===== src/rtl/uart_pixel_packer.sv =====
`default_nettype none
// ============================================================================
// Module      : uart_pixel_packer
// Description : Packs UART bytes into multi-byte pixels and writes them into a
//               frame BRAM. Handles inter-byte timeout resync, byte order,
//               single-shot/continuous frames and frame counting.
// Revision    : 1.0 - initial release
// ============================================================================
module uart_pixel_packer #(
  parameter int BYTES_PER_PIXEL = 3,
  parameter int PIXEL_COUNT     = 480*360,
  parameter int ADDR_W          = $clog2(PIXEL_COUNT),
  parameter bit MSB_FIRST       = 1'b1,
  parameter int TIMEOUT_CYCLES  = 1_000_000
) (
  input  logic                         clk,
  input  logic                         reset,
  input  logic [7:0]                   rx_data,
  input  logic                         rx_ready,
  input  logic                         continuous,
  input  logic                         restart,
  output logic                         wr_en,
  output logic [ADDR_W-1:0]            wr_addr,
  output logic [8*BYTES_PER_PIXEL-1:0] wr_data,
  output logic                         frame_done,
  output logic                         timeout_err,
  output logic [7:0]                   frame_count,
  output logic                         busy
);

  localparam int DATA_W = 8*BYTES_PER_PIXEL;
  localparam int IDX_W  = (BYTES_PER_PIXEL > 1) ? $clog2(BYTES_PER_PIXEL) : 1;
  localparam int TMO_W  = (TIMEOUT_CYCLES > 1) ? $clog2(TIMEOUT_CYCLES) : 1;

  localparam logic [IDX_W-1:0]  c_last_idx  = IDX_W'(BYTES_PER_PIXEL-1);
  localparam logic [ADDR_W-1:0] c_last_addr = ADDR_W'(PIXEL_COUNT-1);
  localparam logic [TMO_W-1:0]  c_tmo_last  = TMO_W'(TIMEOUT_CYCLES-1);
  localparam bit                c_tmo_en    = (TIMEOUT_CYCLES != 0);

  typedef enum logic [1:0] {
    S_RECV  = 2'd0,
    S_WRITE = 2'd1,
    S_DONE  = 2'd2
  } state_t;

  state_t              r_state;
  logic [IDX_W-1:0]    r_byte_idx;
  logic [DATA_W-1:0]   r_shift;
  logic [ADDR_W-1:0]   r_pix_addr;
  logic [TMO_W-1:0]    r_tmo_cnt;

  state_t              w_state;
  logic [IDX_W-1:0]    w_byte_idx;
  logic [DATA_W-1:0]   w_shift;
  logic [DATA_W-1:0]   w_pixel;
  logic [ADDR_W-1:0]   w_pix_addr;
  logic [TMO_W-1:0]    w_tmo_cnt;
  logic                w_take;
  logic                w_wr_en;
  logic [ADDR_W-1:0]   w_wr_addr;
  logic [DATA_W-1:0]   w_wr_data;
  logic                w_frame_done;
  logic                w_timeout_err;
  logic [7:0]          w_frame_count;
  logic                w_busy;

  // Next-state, datapath and registered-output values for the coming edge.
  always_comb begin
    w_state       = r_state;
    w_byte_idx    = r_byte_idx;
    w_shift       = r_shift;
    w_pix_addr    = r_pix_addr;
    w_tmo_cnt     = r_tmo_cnt;
    w_take        = 1'b0;
    w_wr_en       = 1'b0;
    w_wr_addr     = wr_addr;
    w_wr_data     = wr_data;
    w_frame_done  = 1'b0;
    w_timeout_err = 1'b0;
    w_frame_count = frame_count;

    // Current pixel with the incoming byte merged into its slot, so the
    // completing byte is already part of the written word.
    w_pixel = r_shift;
    for (int k = 0; k < BYTES_PER_PIXEL; k++) begin
      if (r_byte_idx == IDX_W'(k)) begin
        w_pixel[(MSB_FIRST ? (DATA_W-8-8*k) : (8*k)) +: 8] = rx_data;
      end
    end

    if (restart) begin
      w_state    = S_RECV;
      w_byte_idx = '0;
      w_pix_addr = '0;
      w_tmo_cnt  = '0;
    end else begin
      case (r_state)
        S_RECV: begin
          if (rx_ready) begin
            w_take = 1'b1;
          end else if (r_byte_idx == '0) begin
            w_tmo_cnt = '0;
          end else if (c_tmo_en) begin
            if (r_tmo_cnt == c_tmo_last) begin
              w_byte_idx    = '0;
              w_tmo_cnt     = '0;
              w_timeout_err = 1'b1;
            end else begin
              w_tmo_cnt = r_tmo_cnt + TMO_W'(1);
            end
          end
        end
        S_WRITE: begin
          // frame_done is high exactly during the write of the last pixel.
          if (frame_done) begin
            w_pix_addr = '0;
            w_state    = continuous ? S_RECV : S_DONE;
          end else begin
            w_pix_addr = r_pix_addr + ADDR_W'(1);
            w_state    = S_RECV;
          end
          // A byte arriving during the write starts the next pixel.
          w_take = rx_ready && (w_state == S_RECV);
        end
        S_DONE: begin
          w_state = S_DONE;
        end
        default: begin
          w_state = S_RECV;
        end
      endcase

      if (w_take) begin
        w_shift   = w_pixel;
        w_tmo_cnt = '0;
        if (r_byte_idx == c_last_idx) begin
          w_byte_idx   = '0;
          w_state      = S_WRITE;
          w_wr_en      = 1'b1;
          w_wr_addr    = w_pix_addr;
          w_wr_data    = w_pixel;
          w_frame_done = (w_pix_addr == c_last_addr);
          if (w_frame_done) begin
            w_frame_count = frame_count + 8'd1;
          end
        end else begin
          w_byte_idx = r_byte_idx + IDX_W'(1);
        end
      end
    end

    w_busy = (w_byte_idx != '0) || (w_state == S_WRITE);
  end

  // State, datapath and output registers; reset clears everything at once.
  always_ff @(posedge clk or posedge reset) begin
    if (reset) begin
      r_state     <= S_RECV;
      r_byte_idx  <= '0;
      r_shift     <= '0;
      r_pix_addr  <= '0;
      r_tmo_cnt   <= '0;
      wr_en       <= 1'b0;
      wr_addr     <= '0;
      wr_data     <= '0;
      frame_done  <= 1'b0;
      timeout_err <= 1'b0;
      frame_count <= '0;
      busy        <= 1'b0;
    end else begin
      r_state     <= w_state;
      r_byte_idx  <= w_byte_idx;
      r_shift     <= w_shift;
      r_pix_addr  <= w_pix_addr;
      r_tmo_cnt   <= w_tmo_cnt;
      wr_en       <= w_wr_en;
      wr_addr     <= w_wr_addr;
      wr_data     <= w_wr_data;
      frame_done  <= w_frame_done;
      timeout_err <= w_timeout_err;
      frame_count <= w_frame_count;
      busy        <= w_busy;
    end
  end

endmodule
`default_nettype wire

===== config.mk =====
export PLATFORM = sky130hd
export DESIGN_NAME = uart_pixel_packer
export DESIGN_NICKNAME = d
export VERILOG_FILES = /design/src/rtl/uart_pixel_packer.sv
export SDC_FILE = /design/constraint.sdc
export NUM_CORES = 1
export LEC_CHECK = 0
export ABC_CLOCK_PERIOD_IN_PS = 4100
export CAP_MARGIN = 20
export CORE_AREA = 2 2 105 107
export CTS_CLUSTER_DIAMETER = 120
export DETAILED_ROUTE_END_ITERATION = 8
export DIE_AREA = 0 0 107 109
export GPL_ROUTABILITY_DRIVEN = 0
export PLACE_DENSITY = 0.79
export SLEW_MARGIN = 20
export SYNTH_ARGS = -nofsm -noshare
export SYNTH_HDL_FRONTEND = slang
export SYNTH_SLANG_ARGS = --single-unit

===== constraint.sdc =====
create_clock -name clk -period 4.1 [get_ports clk]
set_clock_uncertainty 0.15 [all_clocks]
set_input_delay 1.025 -clock clk [delete_from_list [all_inputs] [get_ports clk]]
set_output_delay 1.025 -clock clk [all_outputs]
set_load 0.1 [all_outputs]

==> flow_summary.ini <==
[detailed_routing]
routed.top_layer = met4
met1_length_um = 4813
drc = 0
vias_per_cell = 5.309
wl_met3_um = 464
routed-wl-met2_um = 5235
vias = 3929
wl_per_cell_um = 14.51
routed_wl_um = 10740
ant_nets = 0
firstDrtPassIters = 4
first_iter_violations = 164

[clock_tree]
ctsHoldBuffers = 0
clkSlewWorstSetupHoldPaths_ns = 0.10
htreeDepth = 3
cts_resized = 0
clk_latency_ns = 0.38
root_buffer = clkbuf_8
cts_setup_buffers = 0
clk_path_buf_depth = 2
tritoncts = yes
cts.sinks = 112
cts_buffers = 9

[floorplan]
pin_count = 67
die-area_um2 = 11660
fp-row-count = 38
core_area_um2 = 10600
initial_core_util_pct = 48.84
die_w_um = 107
dieHeight_um = 109

[worst_setup_path]
critPathTopFamily = buffers and inverters
worst-path-buf-inv = 1
cp.arrival_ns = 2.14
cp_max_fo = 10
crit_chain = clkdlybuf4s50_1
worstReg2RegStart = r_state[1]
r2r_slack_ns = 0.80
critical_path_class = flop to primary output
worstSetupStartpoint = frame_done
slowest_delay_ns = 1.20
slowest_stage = clkdlybuf4s50_1
crit_path_end_kind = primary output
cp_data_required_time_ns = 2.92
startpoint_type = flop

[min_path]
hp-class = flop to flop
min-delay-start = r_shift[11]

[power_and_ir_drop]
peakVddDrop_v = 0.0003192
p_leak_nw = 2.680
power_density_nw_per_um2 = 441.2

[logic_synthesis]
synth_cell_types = 59
ys_ff_latch = 112
synthCells = 533
yosys_most_used_dff = dfrtp_1
synth_edf_count = 0
ys_warn_count = 0
syn_nets = 549
synth_area_um2 = 5179
syn_avg_cell_area_um2 = 9.716
async_reset_ff_share_pct = 100.0
yosysSeqAreaShare_pct = 54.12

[sta]
rsz0062_at_grt = no
hold_viol = 0
holdWs_ns = 0.3195
finalSetupViolCount = 0
finalCritPeriodShare_pct = 80.84
fin_setup_tns_ns = 0
drv_slew = 0
max_freq_mhz = 301.7
tightestPinTransition_ns = 0.9961
min_period_ns = 3.314
slew_headroom_pct = 33.39

[global_routing]
grt_pass1_wl_um = 18060
overflow = 0
grt_pass1_vias = 3820
grt_max_degree = 113
grt_use_total_pct = 19.77
antenna_found_initial = 0

[cells_and_area]
diodes = 0
final_layout_size_suffix_gt1_share_pct = 8.500
fin_cells = 740
area_delta_synth_final_pct = 19.14
fin_nets = 611
num-fill-cells = 922

[job]
maxCapViolCount = 0

[place]
dpl.cell_count = 724
port-buffer-count = 66
hpwl_um = 7583

[run_status]
status = finished, final reports clean
synth_stat cells, types with 10 or more instances:
| library cell | number | area share, % |
|---|---|---|
| nand3_1 | 17 | 1.6 |
| a21oi_1 | 10 | 0.97 |
| dfrtp_1 | 112 | 54 |
| xnor2_1 | 17 | 2.9 |
| nor3_1 | 11 | 1.1 |
| nand2_1 | 121 | 8.8 |
| o21ai_0 | 25 | 2.4 |
| mux2_2 | 16 | 3.5 |
| nor2_1 | 43 | 3.1 |
| and3_1 | 10 | 1.2 |
| inv_1 | 18 | 1.3 |
| clkbuf_1 | 15 | 1.1 |
area by class of cell:
cell class | count | area [um^2] | share of cell area (%)
clock buffer | 10 | 137.6 | 2.231
clock inverter | 6 | 42.54 | 0.6895
inverter | 19 | 75.07 | 1.217
multi-input combinational | 382 | 2226 | 36.08
sequential | 112 | 2803 | 45.43
tap | 140 | 175.2 | 2.839
timing repair buffer | 71 | 710.7 | 11.52
power breakdown:
| part | leakage, nW | switching, W | internal (W) |
|---|---|---|---|
| clock | 0.0891 | 0.000374 | 0.000240 |
| combinational | 1.08 | 0.000636 | 0.000191 |
| sequential | 1.51 | 0.0000644 | 0.00122 |
| total | 2.68 | 0.00107 | 0.00165 |
registers in the layout, indices dropped and copies added, names as in the netlist:
name / cells
frame_count: 8
r_shift: 16
wr_addr: 18
r_byte_idx: 2
wr_en: 1
frame_done: 1
busy: 1
wr_data: 24
r_pix_addr: 18
r_tmo_cnt: 20
timeout_err: 1
r_state: 2
path summary, 6_finish.rpt:
kind,to,cells past startpoint
worst max register to register,frame_count[1],7
worst min-delay path,wr_data[11],2
max in group asynchronous,r_pix_addr[5],3
worst min register to register,wr_data[11],2
min in group asynchronous,wr_data[16],3
worst max-delay path,frame_done,1
cell usage in the layout, fill, tap and decap left out, types with 7 or more instances in the layout:
master           count
clkdlybuf4s50_1     66
clkbuf_8            10
nor3_1              11
xor2_1               9
o21ai_0             25
nand2b_1             7
xnor2_1             17
nand3_1             16
dfrtp_1            112
nor4_1               9
nand2_1            121
and3_1              10
or3_1                7
a21oi_1             10
nor2_1              43
nor2b_1              7
o21ai_1              7
inv_1               17
mux2_2              16
stage by stage:
step	power (W)	worst slack, ns	area (um^2)	util [%]
2_1_floorplan	0.001926	0.9365	5182	-
3_3_place_gp	0.002120	0.5865	5989	56.49
3_5_place_dp	0.002136	0.4963	5989	56.49
4_1_cts	0.002749	0.7874	6170	58.19
5_1_grt	0.002834	0.5115	6170	58.19
6_report	0.002722	0.7857	6170	58.19
logic make-up (layout without fill, tap and decap cells):
group | count (synthesis) | count (layout) | share of synthesized area [%]
AOI/OAI and AO/OA | 59 | 59 | 6.644
DFF | 112 | 112 | 54.12
muxes | 21 | 21 | 4.542
and+or+nand+nor | 272 | 272 | 26.26
adders and majority gates | 3 | 3 | 0.7249
xor gates and xnor gates | 27 | 27 | 4.711
buffers and inverters | 39 | 106 | 2.996
per-layer routing:
| metal | vias to the layer above | global-route usage [%] |
|---|---|---|
| met3 | 18 | 3.048 |
| li1 | 1925 | - |
| met1 | 1898 | 25.84 |
| met4 | 0 | 7.885 |
| met2 | 88 | 33.30 |
| met5 | - | 0 |
worst min-delay path: stages (launching register included):
cell and delay, ns:
dfrtp_1 0.35, nand2_1 0.05, nand2_1 0.04
(Power assumes the default switching activity.)
